==> src/rtl/stopwatch_ctrl_pkg.sv <==
// Shared definitions for the stopwatch controller.
//   state_e    : controller FSM encoding (IDLE/RUN/PAUSE/LAP)
//   AN_UNITS   : active-low anode pattern selecting the units digit
//   AN_TENS    : active-low anode pattern selecting the tens digit
//   is_running : true in the states where the prescaler advances
package stopwatch_ctrl_pkg;

    typedef enum logic [1:0] {
        ST_IDLE  = 2'd0,
        ST_RUN   = 2'd1,
        ST_PAUSE = 2'd2,
        ST_LAP   = 2'd3
    } state_e;

    localparam logic [1:0] AN_UNITS = 2'b10;
    localparam logic [1:0] AN_TENS  = 2'b01;

    function automatic logic is_running(state_e s);
        return (s == ST_RUN) || (s == ST_LAP);
    endfunction

endpackage

==> src/rtl/stopwatch_ctrl_if.sv <==
// Button and display bundle of the stopwatch controller.
//   start_stop, clear, lap : raw asynchronous push-button levels
//   ones, tens             : live seconds count (BCD)
//   run                    : high in RUN or LAP
//   min_pulse              : one-cycle pulse on the 59->00 wrap
//   an, digit              : multiplexed display drive (active-low anodes)
//   state                  : current FSM state, for observation
// Signalling: there is no valid/ready handshake on this bundle. Buttons are
// raw levels that the controller synchronises itself; every output is a
// registered level that is meaningful on every clock cycle.
interface stopwatch_ctrl_if;
    import stopwatch_ctrl_pkg::*;

    logic       start_stop;
    logic       clear;
    logic       lap;
    logic [3:0] ones;
    logic [2:0] tens;
    logic       run;
    logic       min_pulse;
    logic [1:0] an;
    logic [3:0] digit;
    state_e     state;

    modport master (
        output start_stop, clear, lap,
        input  ones, tens, run, min_pulse, an, digit, state
    );

    modport slave (
        input  start_stop, clear, lap,
        output ones, tens, run, min_pulse, an, digit, state
    );

endinterface

==> src/rtl/stopwatch_ctrl_bcd_digit_cnt.sv <==
// One BCD digit counter that counts 0..MAX and wraps to 0.
//   mclk, reset : clock and asynchronous active-high reset
//   clr         : synchronous clear, wins over en
//   en          : advance by one this cycle
//   cnt         : current digit value
//   tc          : terminal count, en & (cnt == MAX); carry into the next digit
module bcd_digit_cnt #(
    parameter int MAX = 9,
    parameter int W   = 4
) (
    input  logic         mclk,
    input  logic         reset,
    input  logic         clr,
    input  logic         en,
    output logic [W-1:0] cnt,
    output logic         tc
);

    logic [W-1:0] cnt_q;
    logic [W-1:0] cnt_d;
    logic         at_max;

    assign at_max = (cnt_q == W'(MAX));

    always_comb begin
        cnt_d = cnt_q;
        if (clr) begin
            cnt_d = '0;
        end else if (en) begin
            cnt_d = at_max ? '0 : cnt_q + W'(1);
        end
    end

    always_ff @(posedge mclk or posedge reset) begin
        if (reset) begin
            cnt_q <= '0;
        end else begin
            cnt_q <= cnt_d;
        end
    end

    assign cnt = cnt_q;
    assign tc  = en & at_max;

endmodule

==> src/rtl/stopwatch_ctrl.sv <==
// Run/pause/lap/clear controller for a 00-59 second BCD stopwatch with a
// two-digit multiplexed 7-segment display.
//   mclk  : single system clock
//   reset : asynchronous active-high reset
//   sw    : button inputs and display/status outputs (slave side)
// Parameters: DIV (mclk cycles per count tick, >= 2) and SCAN_DIV (mclk
// cycles each digit is driven, >= 1).
module stopwatch_ctrl
    import stopwatch_ctrl_pkg::*;
#(
    parameter int DIV      = 50_000_000,
    parameter int SCAN_DIV = 50_000
) (
    input  logic             mclk,
    input  logic             reset,
    stopwatch_ctrl_if.slave  sw
);

    localparam int PW = $clog2(DIV);
    localparam int SW = (SCAN_DIV > 1) ? $clog2(SCAN_DIV) : 1;

    // ---------------- button conditioning ----------------
    // Bit order {lap, clear, start_stop}. The chain resets to all-ones so a
    // button already held at reset looks "previously pressed" and needs a
    // fresh release/press before it produces an event.
    logic [2:0] btn_raw;
    logic [2:0] meta_q, sync_q, prev_q;
    logic [2:0] btn_ev;
    logic       ss_ev, clr_ev, lap_ev;

    assign btn_raw = {sw.lap, sw.clear, sw.start_stop};

    always_ff @(posedge mclk or posedge reset) begin
        if (reset) begin
            meta_q <= 3'b111;
            sync_q <= 3'b111;
            prev_q <= 3'b111;
        end else begin
            meta_q <= btn_raw;
            sync_q <= meta_q;
            prev_q <= sync_q;
        end
    end

    assign btn_ev = sync_q & ~prev_q;
    assign ss_ev  = btn_ev[0];
    assign clr_ev = btn_ev[1];
    assign lap_ev = btn_ev[2];

    // ---------------- control FSM ----------------
    state_e state_q, state_d;

    always_comb begin
        state_d = state_q;
        case (state_q)
            ST_IDLE: begin
                if (ss_ev) state_d = ST_RUN;
            end
            ST_RUN: begin
                if (ss_ev)       state_d = ST_PAUSE;
                else if (lap_ev) state_d = ST_LAP;
            end
            ST_LAP: begin
                if (ss_ev)       state_d = ST_PAUSE;
                else if (lap_ev) state_d = ST_RUN;
            end
            ST_PAUSE: begin
                if (clr_ev)     state_d = ST_IDLE;
                else if (ss_ev) state_d = ST_RUN;
            end
            default: state_d = ST_IDLE;
        endcase
    end

    always_ff @(posedge mclk or posedge reset) begin
        if (reset) begin
            state_q <= ST_IDLE;
        end else begin
            state_q <= state_d;
        end
    end

    logic enter_idle;
    logic lap_entry;
    logic running;

    assign enter_idle = (state_d == ST_IDLE) && (state_q != ST_IDLE);
    assign lap_entry  = (state_q == ST_RUN) && (state_d == ST_LAP);
    assign running    = is_running(state_q);

    // ---------------- prescaler ----------------
    // Holds in PAUSE so a resume completes the interrupted second.
    logic [PW-1:0] presc_q, presc_d;
    logic          tick;

    assign tick = running && (presc_q == PW'(DIV - 1));

    always_comb begin
        presc_d = presc_q;
        if (enter_idle) begin
            presc_d = '0;
        end else if (running) begin
            presc_d = tick ? '0 : presc_q + PW'(1);
        end
    end

    always_ff @(posedge mclk or posedge reset) begin
        if (reset) begin
            presc_q <= '0;
        end else begin
            presc_q <= presc_d;
        end
    end

    // ---------------- digit counters ----------------
    logic [3:0] ones_cnt;
    logic [2:0] tens_cnt;
    logic       ones_tc, tens_tc;
    logic       min_pulse_q;

    bcd_digit_cnt #(.MAX(9), .W(4)) u_ones (
        .mclk  (mclk),
        .reset (reset),
        .clr   (enter_idle),
        .en    (tick),
        .cnt   (ones_cnt),
        .tc    (ones_tc)
    );

    bcd_digit_cnt #(.MAX(5), .W(3)) u_tens (
        .mclk  (mclk),
        .reset (reset),
        .clr   (enter_idle),
        .en    (ones_tc),
        .cnt   (tens_cnt),
        .tc    (tens_tc)
    );

    // tens_tc is high exactly on the tick that takes 59 back to 00.
    always_ff @(posedge mclk or posedge reset) begin
        if (reset) begin
            min_pulse_q <= 1'b0;
        end else begin
            min_pulse_q <= tens_tc;
        end
    end

    // ---------------- lap snapshot ----------------
    logic [3:0] snap_ones_q, snap_ones_d;
    logic [2:0] snap_tens_q, snap_tens_d;
    logic [3:0] disp_ones;
    logic [2:0] disp_tens;

    always_comb begin
        snap_ones_d = snap_ones_q;
        snap_tens_d = snap_tens_q;
        if (lap_entry) begin
            snap_ones_d = ones_cnt;
            snap_tens_d = tens_cnt;
        end
    end

    always_ff @(posedge mclk or posedge reset) begin
        if (reset) begin
            snap_ones_q <= '0;
            snap_tens_q <= '0;
        end else begin
            snap_ones_q <= snap_ones_d;
            snap_tens_q <= snap_tens_d;
        end
    end

    assign disp_ones = (state_q == ST_LAP) ? snap_ones_q : ones_cnt;
    assign disp_tens = (state_q == ST_LAP) ? snap_tens_q : tens_cnt;

    // ---------------- display scan ----------------
    logic [SW-1:0] scan_q, scan_d;
    logic [1:0]    an_q, an_d;
    logic [3:0]    digit_q, digit_d;
    logic          scan_wrap;

    assign scan_wrap = (scan_q == SW'(SCAN_DIV - 1));

    // digit is selected with the next anode value so that the registered
    // digit and the registered anode always refer to the same position.
    always_comb begin
        scan_d  = scan_wrap ? '0 : scan_q + SW'(1);
        an_d    = scan_wrap ? ~an_q : an_q;
        digit_d = (an_d == AN_UNITS) ? disp_ones : {1'b0, disp_tens};
    end

    always_ff @(posedge mclk or posedge reset) begin
        if (reset) begin
            scan_q  <= '0;
            an_q    <= AN_UNITS;
            digit_q <= '0;
        end else begin
            scan_q  <= scan_d;
            an_q    <= an_d;
            digit_q <= digit_d;
        end
    end

    // ---------------- outputs ----------------
    assign sw.ones      = ones_cnt;
    assign sw.tens      = tens_cnt;
    assign sw.run       = running;
    assign sw.min_pulse = min_pulse_q;
    assign sw.an        = an_q;
    assign sw.digit     = digit_q;
    assign sw.state     = state_q;

endmodule
==> src/flat_wrapper.sv <==
// flat-port wrapper written by rule: the top's interface ports become plain ports
module stopwatch_ctrl_flat import stopwatch_ctrl_pkg::*;
#(
    parameter int DIV      = 50_000_000,
    parameter int SCAN_DIV = 50_000
)
  (mclk, reset, sw_start_stop, sw_clear, sw_lap, sw_ones, sw_tens, sw_run, sw_min_pulse, sw_an, sw_digit, sw_state);
  stopwatch_ctrl_if sw_i ();
  input  logic mclk;
  input  logic reset;
  input wire logic [$bits(sw_i.start_stop)-1:0] sw_start_stop;
  input wire logic [$bits(sw_i.clear)-1:0] sw_clear;
  input wire logic [$bits(sw_i.lap)-1:0] sw_lap;
  output wire logic [$bits(sw_i.ones)-1:0] sw_ones;
  output wire logic [$bits(sw_i.tens)-1:0] sw_tens;
  output wire logic [$bits(sw_i.run)-1:0] sw_run;
  output wire logic [$bits(sw_i.min_pulse)-1:0] sw_min_pulse;
  output wire logic [$bits(sw_i.an)-1:0] sw_an;
  output wire logic [$bits(sw_i.digit)-1:0] sw_digit;
  output wire logic [$bits(sw_i.state)-1:0] sw_state;
  assign sw_i.start_stop = sw_start_stop;
  assign sw_i.clear = sw_clear;
  assign sw_i.lap = sw_lap;
  assign sw_ones = sw_i.ones;
  assign sw_tens = sw_i.tens;
  assign sw_run = sw_i.run;
  assign sw_min_pulse = sw_i.min_pulse;
  assign sw_an = sw_i.an;
  assign sw_digit = sw_i.digit;
  assign sw_state = sw_i.state;
  stopwatch_ctrl #(.DIV(DIV), .SCAN_DIV(SCAN_DIV)) u_core (.mclk(mclk), .reset(reset), .sw(sw_i));
endmodule
==> config.mk <==
export PLATFORM = sky130hd
export DESIGN_NAME = stopwatch_ctrl_flat
export DESIGN_NICKNAME = d
export VERILOG_FILES = /design/src/rtl/stopwatch_ctrl_pkg.sv /design/src/rtl/stopwatch_ctrl_if.sv /design/src/rtl/stopwatch_ctrl_bcd_digit_cnt.sv /design/src/rtl/stopwatch_ctrl.sv /design/src/flat_wrapper.sv
export SDC_FILE = /design/constraint.sdc
export NUM_CORES = 1
export LEC_CHECK = 0
export CAP_MARGIN = 25
export CORE_MARGIN = 2
export CORE_UTILIZATION = 63
export DETAILED_ROUTE_END_ITERATION = 7
export PLACE_DENSITY = 0.9
export REMOVE_ABC_BUFFERS = 1
export SYNTH_ARGS = -nofsm -noshare
export SYNTH_HDL_FRONTEND = slang
export SYNTH_SLANG_ARGS = --single-unit
==> constraint.sdc <==
create_clock -name mclk -period 4.1 [get_ports mclk]
set_clock_uncertainty 0.15 [all_clocks]
set_input_delay 1.23 -clock mclk [delete_from_list [all_inputs] [get_ports mclk]]
set_output_delay 1.23 -clock mclk [all_outputs]
set_load 0.005 [all_outputs]
==> flow_results.xml, run 1 <==
<?xml version="1.0" encoding="UTF-8"?>
<metrics>
  <group name="outcome">
    <metric name="outcome" unit="">complete, no violations</metric>
  </group>
  <group name="detailed_routing">
    <metric name="detail_route.wl_per_cell" unit="um">15.88</metric>
    <metric name="wl_met1" unit="mm">2.969</metric>
    <metric name="route.detailed.vias_per_inst" unit="">5.696</metric>
    <metric name="detailroute.wirelength.met2" unit="mm">3.285</metric>
    <metric name="drt_drc_violations_left" unit="">0</metric>
    <metric name="dr_wl_met3" unit="um">310</metric>
    <metric name="drt_pre_antenna_iters" unit="">5</metric>
    <metric name="maxUsedRoutingLayer" unit="">met4</metric>
    <metric name="postRouteAntennaNets" unit="">0</metric>
    <metric name="finalWirelength" unit="mm">6.637</metric>
    <metric name="drtIter0Drc" unit="">144</metric>
    <metric name="num_vias" unit="">2381</metric>
  </group>
  <group name="synthesis">
    <metric name="yosys-top-cells-area" unit="">dfrtp_1 47%, dfstp_2 7.7%, xnor2_1 6.7%</metric>
    <metric name="synth_sequential_area_ratio" unit="%">54.74</metric>
    <metric name="synth_seq_cells" unit="">74</metric>
    <metric name="netlist-cell-type-count" unit="">38</metric>
    <metric name="syn-mean-instance-area" unit="um2">10.71</metric>
    <metric name="dominant_cell_type_by_area_after_synthesis" unit="">dfrtp_1</metric>
    <metric name="synth.cell_area" unit="um2">3406</metric>
    <metric name="synthesis.yosys.warnings" unit="">0</metric>
    <metric name="netlist_instances" unit="">318</metric>
    <metric name="synthDominantCellAreaShare" unit="%">47.02</metric>
  </group>
  <group name="hold_path">
    <metric name="worst_hold_startpoint" unit="">u_core.meta_q[2]</metric>
    <metric name="cell_depth_of_the_worst_min_delay_path" unit="">0</metric>
    <metric name="hold_path.class" unit="">flip-flop to flip-flop</metric>
  </group>
  <group name="power_and_ir_drop">
    <metric name="power_leakage" unit="nW">1.714</metric>
    <metric name="final_total_power" unit="mW">1.434</metric>
    <metric name="power-per-cell-area" unit="nW/um2">370.4</metric>
    <metric name="power.ir.vdd_worst" unit="V">0.0003081</metric>
  </group>
  <group name="timing">
    <metric name="final.period_utilization" unit="%">73.13</metric>
    <metric name="rsz0062_at_grt" unit="">false</metric>
    <metric name="timing.final.hold_violations" unit="">0</metric>
    <metric name="layout_setup_ws" unit="ps">1102</metric>
    <metric name="achievable-frequency" unit="MHz">333.5</metric>
    <metric name="setup_tns" unit="ps">0</metric>
    <metric name="slew_headroom" unit="%">36.27</metric>
    <metric name="final_period_minus_worst_setup_slack" unit="ps">2998</metric>
    <metric name="timing.final.max_slew_violations" unit="">0</metric>
    <metric name="worst_pin_slew" unit="ps">955.9</metric>
    <metric name="worst_hold_slack" unit="ps">202.1</metric>
    <metric name="setup_viol" unit="">0</metric>
  </group>
  <group name="floorplanning">
    <metric name="io-pin-count" unit="">22</metric>
    <metric name="placement_rows" unit="">26</metric>
    <metric name="start_util" unit="%">65.84</metric>
    <metric name="dieWidth" unit="um">77.53</metric>
    <metric name="dieArea" unit="um2">6010</metric>
    <metric name="fp.dieH" unit="um">77.53</metric>
    <metric name="floorplan.core_area" unit="um2">5172</metric>
  </group>
  <group name="clock_network">
    <metric name="cts_setup_buffers" unit="">0</metric>
    <metric name="clk_pin_slew" unit="ps">80</metric>
    <metric name="cts_hold_buf" unit="">0</metric>
    <metric name="clk_lat_worst_skew" unit="ps">350</metric>
    <metric name="cts_resized" unit="">0</metric>
    <metric name="cts.root.buffer_cell" unit="">clkbuf_8</metric>
    <metric name="cts_num_sinks" unit="">74</metric>
    <metric name="cts_inserted_buffers" unit="">9</metric>
    <metric name="cts-htree-levels" unit="">3</metric>
    <metric name="cts_tree" unit="">yes</metric>
    <metric name="cts-root-to-sink-buffers" unit="">2</metric>
  </group>
  <group name="setup_path">
    <metric name="required_time_worst_endpoint" unit="ps">2720</metric>
    <metric name="crit_chain" unit="">clkdlybuf4s50_1</metric>
    <metric name="cp_num_buf_inv" unit="">1</metric>
    <metric name="max_incr_delay_on_cp" unit="ps">660</metric>
    <metric name="ff2ff_path_depth" unit="">5</metric>
    <metric name="critical_path.slowest_cell" unit="">dfrtp_1</metric>
    <metric name="worstSetupPathType" unit="">flip-flop to output port</metric>
    <metric name="crit_arrival" unit="ps">1620</metric>
    <metric name="r2r_setup_slack" unit="ps">1500</metric>
    <metric name="worst_setup_path_start_kind" unit="">flip-flop</metric>
    <metric name="worstSetupEndpointType" unit="">output port</metric>
    <metric name="crit_cells" unit="">1</metric>
    <metric name="cp_max_fo" unit="">17</metric>
    <metric name="crit-reg2reg-launch" unit="">u_core.sw.state[0]</metric>
    <metric name="setup.worst_path.start" unit="">u_core.sw.state[0]</metric>
    <metric name="cpLargestDelayFamily" unit="">flip-flops</metric>
  </group>
  <group name="placed_design">
    <metric name="place_worst_setup_slack" unit="ps">1512</metric>
    <metric name="place.detailed.instances" unit="">401</metric>
    <metric name="io_buffer_count" unit="">21</metric>
    <metric name="routabilityCongestion" unit="">0.8413</metric>
    <metric name="placed_instance_area" unit="um2">3684</metric>
    <metric name="detailed_place_hpwl" unit="mm">4.387</metric>
  </group>
  <group name="cells_and_area">
    <metric name="final_core_util" unit="%">74.87</metric>
    <metric name="instances_no_fill" unit="">418</metric>
    <metric name="drive_above_1_share" unit="%">11.78</metric>
    <metric name="multi_input_area" unit="um2">1464</metric>
    <metric name="fin_nets" unit="">352</metric>
    <metric name="final.fill_count" unit="">327</metric>
    <metric name="stdcell_area" unit="um2">3872</metric>
    <metric name="insertedDiodeCount" unit="">0</metric>
    <metric name="regArea" unit="um2">1864</metric>
    <metric name="area.growth.synth_to_final" unit="%">13.70</metric>
  </group>
  <group name="global_route">
    <metric name="grtUsageTotal" unit="%">24.42</metric>
    <metric name="grt_overflow" unit="">0</metric>
    <metric name="number_of_global_route_vias_before_repair" unit="">2341</metric>
    <metric name="pin_count_of_the_biggest_net_entering_global_routing" unit="">48</metric>
    <metric name="grt_antenna_before_repair" unit="">0</metric>
    <metric name="grt_pass1_wl" unit="mm">11.34</metric>
  </group>
  <group name="job">
    <metric name="timing.max_cap.violations" unit="">0</metric>
  </group>
</metrics>
-- path summary, 6_finish.rpt --
check | to
worst max-delay path | sw_run
worst min-delay path | u_core.sync_q[2]
worst max register to register | u_core.presc_q[19]
worst min register to register | u_core.sync_q[2]
max in group asynchronous | u_core.prev_q[2]
min in group asynchronous | u_core.presc_q[2]
-- cell type report --
| class | instances | share of cell area (%) |
|---|---|---|
| repair buffers | 24 | 6.333 |
| inverters | 8 | 0.7754 |
| clock inverters | 4 | 0.6785 |
| well taps | 70 | 2.262 |
| flip-flops and latches | 74 | 48.14 |
| multi-input cells | 226 | 37.80 |
| clock buffers | 12 | 4.006 |
-- where the power goes --
group          switching, mW  internal [mW]  total (mW)
combinational         0.0666         0.0551       0.122
sequential            0.0401          0.764       0.804
clock                  0.257          0.252       0.509
-- registers in the layout, indices dropped and copies added, names as in the netlist, 2 cells and up --
signal / count
u_core.meta_q: 3
u_core.presc_q: 26
u_core.prev_q: 3
u_core.scan_q: 16
u_core.snap_ones_q: 4
u_core.snap_tens_q: 3
u_core.sw.an: 2
u_core.sw.digit: 4
u_core.sw.state: 2
u_core.sync_q: 3
u_core.u_ones.cnt: 4
u_core.u_tens.cnt: 3
-- logic make-up after synthesis --
kind of cell	count (synthesis)	share of synthesized area, %
adders and majority gates	4	1.470
and+or+nand+nor	150	22.37
DFF	74	54.74
muxes	15	5.731
buffers and inverters	18	2.278
AOI/OAI and AO/OA	18	3.380
xor gates and xnor gates	39	10.03
-- cell usage in the layout, fill, tap and decap left out, types with 5 or more instances in the layout --
cell type,n
nand3_1,11
nor4_1,8
nand2_1,26
mux2_2,6
dfstp_2,10
clkdlybuf4s50_1,21
and3_1,7
clkbuf_8,11
inv_1,7
nor2_1,49
xnor2_1,26
nand4_1,11
mux2i_1,6
o21ai_0,7
dfrtp_1,64
xor2_1,13
nand2b_1,5
nor3_1,9
nor2b_1,5
-- cell usage after synthesis --
cell / count
buf_6: 1
nor2_1: 49
o211ai_1: 1
nor4bb_1: 1
xor2_1: 13
xnor2_1: 26
nand3_1: 11
nand4_1: 11
a2111oi_0: 1
o21ai_2: 1
nand2_1: 26
nand3b_1: 4
or3_1: 4
and4_1: 4
nor4_1: 8
nor2b_1: 5
inv_1: 8
a32o_1: 1
and3_1: 7
buf_2: 2
mux2_2: 6
a21o_1: 1
mux2i_1: 6
nor3_1: 9
dfrtp_1: 64
o21ai_0: 7
ha_1: 4
nand2b_1: 5
dfstp_2: 10
nand4b_1: 1
a22o_1: 1
a21oi_1: 4
o2111ai_1: 1
and3b_1: 2
mux4_2: 3
clkbuf_1: 7
or4_4: 2
and2_1: 1
-- metal layers --
metal,GRT usage [%],vias to the layer above
met5,0,-
met4,7.679,0
met3,7.791,9
met2,37.83,67
met1,33.12,1163
li1,-,1142
No activity file was read; power rests on OpenSTA's default activity.
==> inputs of run 2 (changes only) <==
Settings changed: CORE_UTILIZATION 63 to 53, PLACE_DENSITY 0.9 to 0.81.
Clock period 4.1 ns to 2.7 ns, I/O delays scaled along.
==> flow_results.xml, run 2 (synthesized netlist as in run 1, its figures left out) <==
<?xml version="1.0" encoding="UTF-8"?>
<metrics>
  <group name="setup_path">
    <metric name="setup.worst_path.start" unit="">u_core.scan_q[0]</metric>
    <metric name="crit_cells" unit="">6</metric>
    <metric name="r2r_setup_slack" unit="ps">210</metric>
    <metric name="worst_setup_path_start_kind" unit="">flip-flop</metric>
    <metric name="cpLargestDelayFamily" unit="">multiplexers</metric>
    <metric name="required_time_worst_endpoint" unit="ps">2770</metric>
    <metric name="critical_path.slowest_cell" unit="">mux4_2</metric>
    <metric name="ff2ff_path_depth" unit="">6</metric>
    <metric name="crit_end" unit="">u_core.sw.digit[0]</metric>
    <metric name="crit_chain" unit="">ha_1 -&gt; nand4_1 -&gt; nor3_1 -&gt; mux2i_1 -&gt; buf_4 -&gt; mux4_2</metric>
    <metric name="reg_to_reg_critical_path_endpoint" unit="">u_core.sw.digit[0]</metric>
    <metric name="max_incr_delay_on_cp" unit="ps">490</metric>
    <metric name="worstSetupPathType" unit="">flip-flop to flip-flop</metric>
    <metric name="crit_arrival" unit="ps">2560</metric>
    <metric name="worstSetupEndpointType" unit="">flip-flop</metric>
    <metric name="cp_num_buf_inv" unit="">1</metric>
    <metric name="crit-reg2reg-launch" unit="">u_core.scan_q[0]</metric>
    <metric name="cp_max_fo" unit="">6</metric>
  </group>
  <group name="placed_design">
    <metric name="placed_instance_area" unit="um2">3745</metric>
    <metric name="detailed_place_hpwl" unit="mm">4.412</metric>
    <metric name="routabilityCongestion" unit="">0.8301</metric>
    <metric name="io_buffer_count" unit="">21</metric>
  </group>
  <group name="global_route">
    <metric name="grt_pass1_wl" unit="mm">11.63</metric>
    <metric name="grtUsageTotal" unit="%">20.50</metric>
    <metric name="grt_overflow" unit="">0</metric>
    <metric name="grt_antenna_before_repair" unit="">0</metric>
    <metric name="pin_count_of_the_biggest_net_entering_global_routing" unit="">35</metric>
    <metric name="number_of_global_route_vias_before_repair" unit="">2476</metric>
  </group>
  <group name="floorplanning">
    <metric name="dieArea" unit="um2">7083</metric>
    <metric name="fp.dieH" unit="um">84.16</metric>
    <metric name="start_util" unit="%">54.26</metric>
    <metric name="dieWidth" unit="um">84.16</metric>
    <metric name="io-pin-count" unit="">22</metric>
    <metric name="floorplan.core_area" unit="um2">6277</metric>
    <metric name="placement_rows" unit="">29</metric>
  </group>
  <group name="clock_network">
    <metric name="cts_hold_buf" unit="">0</metric>
    <metric name="clk_pin_slew" unit="ps">80</metric>
    <metric name="cts_resized" unit="">0</metric>
    <metric name="cts-root-to-sink-buffers" unit="">2</metric>
    <metric name="cts_inserted_buffers" unit="">9</metric>
    <metric name="clk_lat_worst_skew" unit="ps">350</metric>
    <metric name="cts_setup_buffers" unit="">0</metric>
    <metric name="cts_num_sinks" unit="">74</metric>
    <metric name="cts-htree-levels" unit="">3</metric>
    <metric name="cts.root.buffer_cell" unit="">clkbuf_8</metric>
    <metric name="cts_tree" unit="">yes</metric>
  </group>
  <group name="cells_and_area">
    <metric name="layout.cells.most_common_list" unit="">64 x dfrtp_1, 49 x nor2_1, 26 x nand2_1, 26 x xnor2_1, 21 x clkdlybuf4s50_1</metric>
    <metric name="final_core_util" unit="%">63.15</metric>
    <metric name="drive_above_1_share" unit="%">13.28</metric>
    <metric name="area.growth.synth_to_final" unit="%">16.38</metric>
    <metric name="max_reg_flops" unit="">26</metric>
    <metric name="stdcell_area" unit="um2">3964</metric>
    <metric name="register_with_the_most_flip_flops" unit="">u_core.presc_q</metric>
    <metric name="most_common_cell_after_layout_fill_and_taps_aside" unit="">dfrtp_1</metric>
    <metric name="top_flop_regs" unit="">u_core.presc_q: 26 flops, u_core.scan_q: 16 flops</metric>
    <metric name="insertedDiodeCount" unit="">0</metric>
    <metric name="fin_nets" unit="">358</metric>
  </group>
  <group name="detailed_routing">
    <metric name="detail_route.wl_per_cell" unit="um">15.20</metric>
    <metric name="num_vias" unit="">2410</metric>
    <metric name="postRouteAntennaNets" unit="">0</metric>
    <metric name="drt_drc_violations_left" unit="">0</metric>
    <metric name="drt_pre_antenna_iters" unit="">4</metric>
    <metric name="route.detailed.vias_per_inst" unit="">5.592</metric>
    <metric name="drtIter0Drc" unit="">115</metric>
    <metric name="finalWirelength" unit="mm">6.552</metric>
  </group>
  <group name="power_and_ir_drop">
    <metric name="power.ir.vdd_worst" unit="V">0.0003685</metric>
    <metric name="final_total_power" unit="mW">2.356</metric>
    <metric name="power_leakage" unit="nW">1.748</metric>
    <metric name="power-per-cell-area" unit="nW/um2">594.5</metric>
  </group>
  <group name="timing">
    <metric name="rsz0062_at_grt" unit="">false</metric>
    <metric name="timing.final.max_slew_violations" unit="">0</metric>
    <metric name="setup_tns" unit="ps">0</metric>
    <metric name="slew_headroom" unit="%">39.33</metric>
    <metric name="achievable-frequency" unit="MHz">402.1</metric>
    <metric name="setup_viol" unit="">0</metric>
    <metric name="worst_hold_slack" unit="ps">209.9</metric>
    <metric name="final_period_minus_worst_setup_slack" unit="ps">2487</metric>
    <metric name="worst_pin_slew" unit="ps">909.9</metric>
    <metric name="final.period_utilization" unit="%">92.11</metric>
    <metric name="timing.final.hold_violations" unit="">0</metric>
  </group>
  <group name="hold_path">
    <metric name="hold_path.class" unit="">flip-flop to flip-flop</metric>
  </group>
  <group name="job">
    <metric name="timing.max_cap.violations" unit="">0</metric>
  </group>
  <group name="outcome">
    <metric name="outcome" unit="">complete, no violations</metric>
  </group>
</metrics>
## run 2: changes by cell type in the layout (fill, tap and decap cells not counted)
cell,delta
clkinvlp_4,+2
bufinv_16,+2
clkinv_2,-2
clkbuf_8,-2
buf_4,+6
## run 2: how the worst min path moves through the flow
stage	startpoint	end	slack (ps)	cells past startpoint
3_3_place_gp	u_core.meta_q[0]	u_core.sync_q[0]	200	0
6_report	u_core.meta_q[2]	u_core.sync_q[2]	210	0
5_1_grt	u_core.meta_q[2]	u_core.sync_q[2]	210	0
2_1_floorplan	u_core.meta_q[0]	u_core.sync_q[0]	200	0
3_5_place_dp	u_core.meta_q[2]	u_core.sync_q[2]	200	0
4_1_cts	u_core.meta_q[2]	u_core.sync_q[2]	210	0
## run 2: metal layers
metal / wire length [um] / up-vias / track usage (%)
met5: 0 / - / 0
met4: 104 / 0 / 7.331
met3: 274 / 12 / 5.900
met2: 3106 / 52 / 30.45
met1: 3067 / 1190 / 29.02
li1: - / 1156 / -
## run 2: report_power, final
| part | switching [mW] | total, mW | internal (mW) |
|---|---|---|---|
| clock | 0.421 | 0.943 | 0.522 |
| sequential | 0.0433 | 1.20 | 1.16 |
| combinational | 0.119 | 0.211 | 0.0925 |
## run 2: per-stage QoR
step           worst slack, ps  std cells
2_1_floorplan           -151.1        308
3_3_place_gp             307.3        415
3_5_place_dp             277.4        415
4_1_cts                  213.8        431
5_1_grt                  42.14        431
6_report                 213.2        431
## run 2: area by class of cell
| type | count | area, um2 |
|---|---|---|
| Clock buffer | 10 | 127.6 |
| Sequential cell | 74 | 1864 |
| Tap cell | 77 | 96.34 |
| Timing Repair Buffer | 30 | 290.3 |
| Multi-Input combinational cell | 226 | 1464 |
| Fill cell | 467 | 2313 |
| Clock inverter | 6 | 91.34 |
| Inverter | 8 | 30.03 |
==> inputs of run 3 (changes only) <==
Settings changed: CTS_BUF_LIST from default to sky130_fd_sc_hd__clkbuf_16, PLACE_DENSITY 0.81 to 0.85.
==> flow_results.xml, run 3 (synthesized netlist as in run 1, its figures left out) <==
<?xml version="1.0" encoding="UTF-8"?>
<metrics>
  <group name="cells_and_area">
    <metric name="final.fill_count" unit="">464</metric>
    <metric name="drive_above_1_share" unit="%">12.22</metric>
    <metric name="stdcell_area" unit="um2">4016</metric>
    <metric name="fin_nets" unit="">356</metric>
    <metric name="most_common_cell_after_layout_fill_and_taps_aside" unit="">dfrtp_1</metric>
    <metric name="register_with_the_most_flip_flops" unit="">u_core.presc_q</metric>
    <metric name="layout.cells.most_common_list" unit="">64 x dfrtp_1, 49 x nor2_1, 26 x nand2_1, 26 x xnor2_1, 21 x clkdlybuf4s50_1</metric>
    <metric name="max_reg_flops" unit="">26</metric>
    <metric name="top_flop_regs" unit="">u_core.presc_q: 26 flops, u_core.scan_q: 16 flops</metric>
    <metric name="area.growth.synth_to_final" unit="%">17.93</metric>
    <metric name="insertedDiodeCount" unit="">0</metric>
  </group>
  <group name="hold_path">
    <metric name="hold_path_end" unit="">u_core.sync_q[1]</metric>
    <metric name="cell_depth_of_the_worst_min_delay_path" unit="">0</metric>
    <metric name="hold_path.class" unit="">flip-flop to flip-flop</metric>
    <metric name="worst_hold_startpoint" unit="">u_core.meta_q[1]</metric>
  </group>
  <group name="detailed_routing">
    <metric name="drt_drc_violations_left" unit="">0</metric>
    <metric name="num_vias" unit="">2472</metric>
    <metric name="drtIter0Drc" unit="">141</metric>
    <metric name="route.detailed.vias_per_inst" unit="">5.762</metric>
    <metric name="drt_pre_antenna_iters" unit="">5</metric>
    <metric name="detail_route.wl_per_cell" unit="um">16.40</metric>
    <metric name="finalWirelength" unit="mm">7.034</metric>
    <metric name="postRouteAntennaNets" unit="">0</metric>
  </group>
  <group name="placed_design">
    <metric name="io_buffer_count" unit="">21</metric>
    <metric name="placed_instance_area" unit="um2">3730</metric>
    <metric name="detailed_place_hpwl" unit="mm">4.489</metric>
    <metric name="place_worst_setup_slack" unit="ps">277.2</metric>
    <metric name="routabilityCongestion" unit="">0.8719</metric>
  </group>
  <group name="floorplanning">
    <metric name="io-pin-count" unit="">22</metric>
    <metric name="fp.dieH" unit="um">84.16</metric>
    <metric name="dieWidth" unit="um">84.16</metric>
    <metric name="floorplan.core_area" unit="um2">6277</metric>
    <metric name="start_util" unit="%">54.26</metric>
    <metric name="placement_rows" unit="">29</metric>
    <metric name="dieArea" unit="um2">7083</metric>
  </group>
  <group name="timing">
    <metric name="final_period_minus_worst_setup_slack" unit="ps">2503</metric>
    <metric name="worst_pin_slew" unit="ps">884.7</metric>
    <metric name="setup_viol" unit="">0</metric>
    <metric name="timing.final.hold_violations" unit="">0</metric>
    <metric name="slew_headroom" unit="%">41.01</metric>
    <metric name="timing.final.max_slew_violations" unit="">0</metric>
    <metric name="layout_setup_ws" unit="ps">196.5</metric>
    <metric name="final.period_utilization" unit="%">92.72</metric>
    <metric name="rsz0062_at_grt" unit="">false</metric>
    <metric name="achievable-frequency" unit="MHz">399.4</metric>
  </group>
  <group name="clock_network">
    <metric name="cts.root.buffer_cell" unit="">clkbuf_16</metric>
    <metric name="cts_resized" unit="">0</metric>
    <metric name="cts-htree-levels" unit="">3</metric>
    <metric name="cts-root-to-sink-buffers" unit="">2</metric>
    <metric name="clk_lat_worst_skew" unit="ps">330</metric>
    <metric name="cts_setup_buffers" unit="">0</metric>
    <metric name="cts_hold_buf" unit="">0</metric>
    <metric name="cts_num_sinks" unit="">74</metric>
    <metric name="cts_tree" unit="">yes</metric>
    <metric name="cts_inserted_buffers" unit="">9</metric>
    <metric name="clk_pin_slew" unit="ps">60</metric>
  </group>
  <group name="outcome">
    <metric name="outcome" unit="">complete, no violations</metric>
  </group>
  <group name="setup_path">
    <metric name="setup.worst_path.start" unit="">u_core.scan_q[13]</metric>
    <metric name="worstSetupEndpointType" unit="">flip-flop</metric>
    <metric name="crit-reg2reg-launch" unit="">u_core.scan_q[13]</metric>
    <metric name="required_time_worst_endpoint" unit="ps">2750</metric>
    <metric name="crit_chain" unit="">nor4_1 -&gt; nand4b_1 -&gt; nor3_1 -&gt; mux2i_1 -&gt; buf_4 -&gt; mux4_2</metric>
    <metric name="cp_max_fo" unit="">4</metric>
    <metric name="ff2ff_path_depth" unit="">6</metric>
    <metric name="max_incr_delay_on_cp" unit="ps">510</metric>
    <metric name="r2r_setup_slack" unit="ps">200</metric>
    <metric name="crit_arrival" unit="ps">2550</metric>
    <metric name="reg_to_reg_critical_path_endpoint" unit="">u_core.sw.digit[2]</metric>
    <metric name="critical_path.slowest_cell" unit="">mux4_2</metric>
    <metric name="worstSetupPathType" unit="">flip-flop to flip-flop</metric>
    <metric name="worst_setup_path_start_kind" unit="">flip-flop</metric>
  </group>
  <group name="job">
    <metric name="timing.max_cap.violations" unit="">0</metric>
  </group>
  <group name="global_route">
    <metric name="grt_pass1_wl" unit="mm">12.00</metric>
    <metric name="number_of_global_route_vias_before_repair" unit="">2471</metric>
    <metric name="grt_overflow" unit="">0</metric>
    <metric name="grt_antenna_before_repair" unit="">0</metric>
    <metric name="grtUsageTotal" unit="%">21.40</metric>
    <metric name="pin_count_of_the_biggest_net_entering_global_routing" unit="">75</metric>
  </group>
  <group name="power_and_ir_drop">
    <metric name="power_leakage" unit="nW">1.778</metric>
    <metric name="power-per-cell-area" unit="nW/um2">637.2</metric>
    <metric name="power.ir.vdd_worst" unit="V">0.0004581</metric>
  </group>
</metrics>
## run 3: layout make-up
type	instances	area [um2]	area share, %
sequential	74	1864	46.42
multi-input combinational	226	1464	36.45
timing repair buffer	28	275.3	6.854
clock buffer	9	225.2	5.607
tap	77	96.34	2.399
clock inverter	7	61.31	1.526
inverter	8	30.03	0.7477
## run 3: metal layers
metal  share of wire [%]  track usage (%)
met5                   0                0
met4                 2.5            9.677
met3                 5.3            4.621
met2                  51            34.63
met1                  42            27.87
## run 3: worst max path at each step
stage / to / slack [ps] / depth (start not counted)
after floorplan: u_core.sw.digit[0] / -150 / 5
after global placement: u_core.sw.digit[0] / 300 / 6
after detailed placement: u_core.sw.digit[2] / 280 / 6
after CTS: u_core.sw.digit[2] / 230 / 6
after global routing: u_core.u_ones.cnt[2] / 80 / 5
final: u_core.sw.digit[2] / 200 / 6
## run 3: power breakdown
group / leakage (nW) / switching [mW] / total [mW] / internal, mW
sequential: 0.976 / 0.0473 / 1.21 / 1.16
clock: 0.138 / 0.435 / 1.14 / 0.703
combinational: 0.664 / 0.120 / 0.212 / 0.0923
total: 1.78 / 0.602 / 2.56 / 1.96
## run 3: metrics by stage
| stage | setup TNS, ps | instances | power (mW) | hold slack (ps) | util [%] |
|---|---|---|---|---|---|
| floorplan | -8307 | 308 | 1.343 | 195.2 | - |
| global placement | 0 | 413 | 1.423 | 196.1 | 59.42 |
| detailed placement | 0 | 413 | 1.437 | 200.0 | 59.42 |
| CTS | 0 | 429 | 2.569 | 204.9 | 63.98 |
| global route | 0 | 429 | 2.656 | 210.0 | 63.98 |
| finish | 0 | 429 | 2.559 | 206.3 | 63.98 |
## run 3: critical path, delay by kind of cell (launching register included)
family,cells,cell delay (ps)
simple gates,3,870
mux,2,760
flops,1,420
buf+inv,1,170
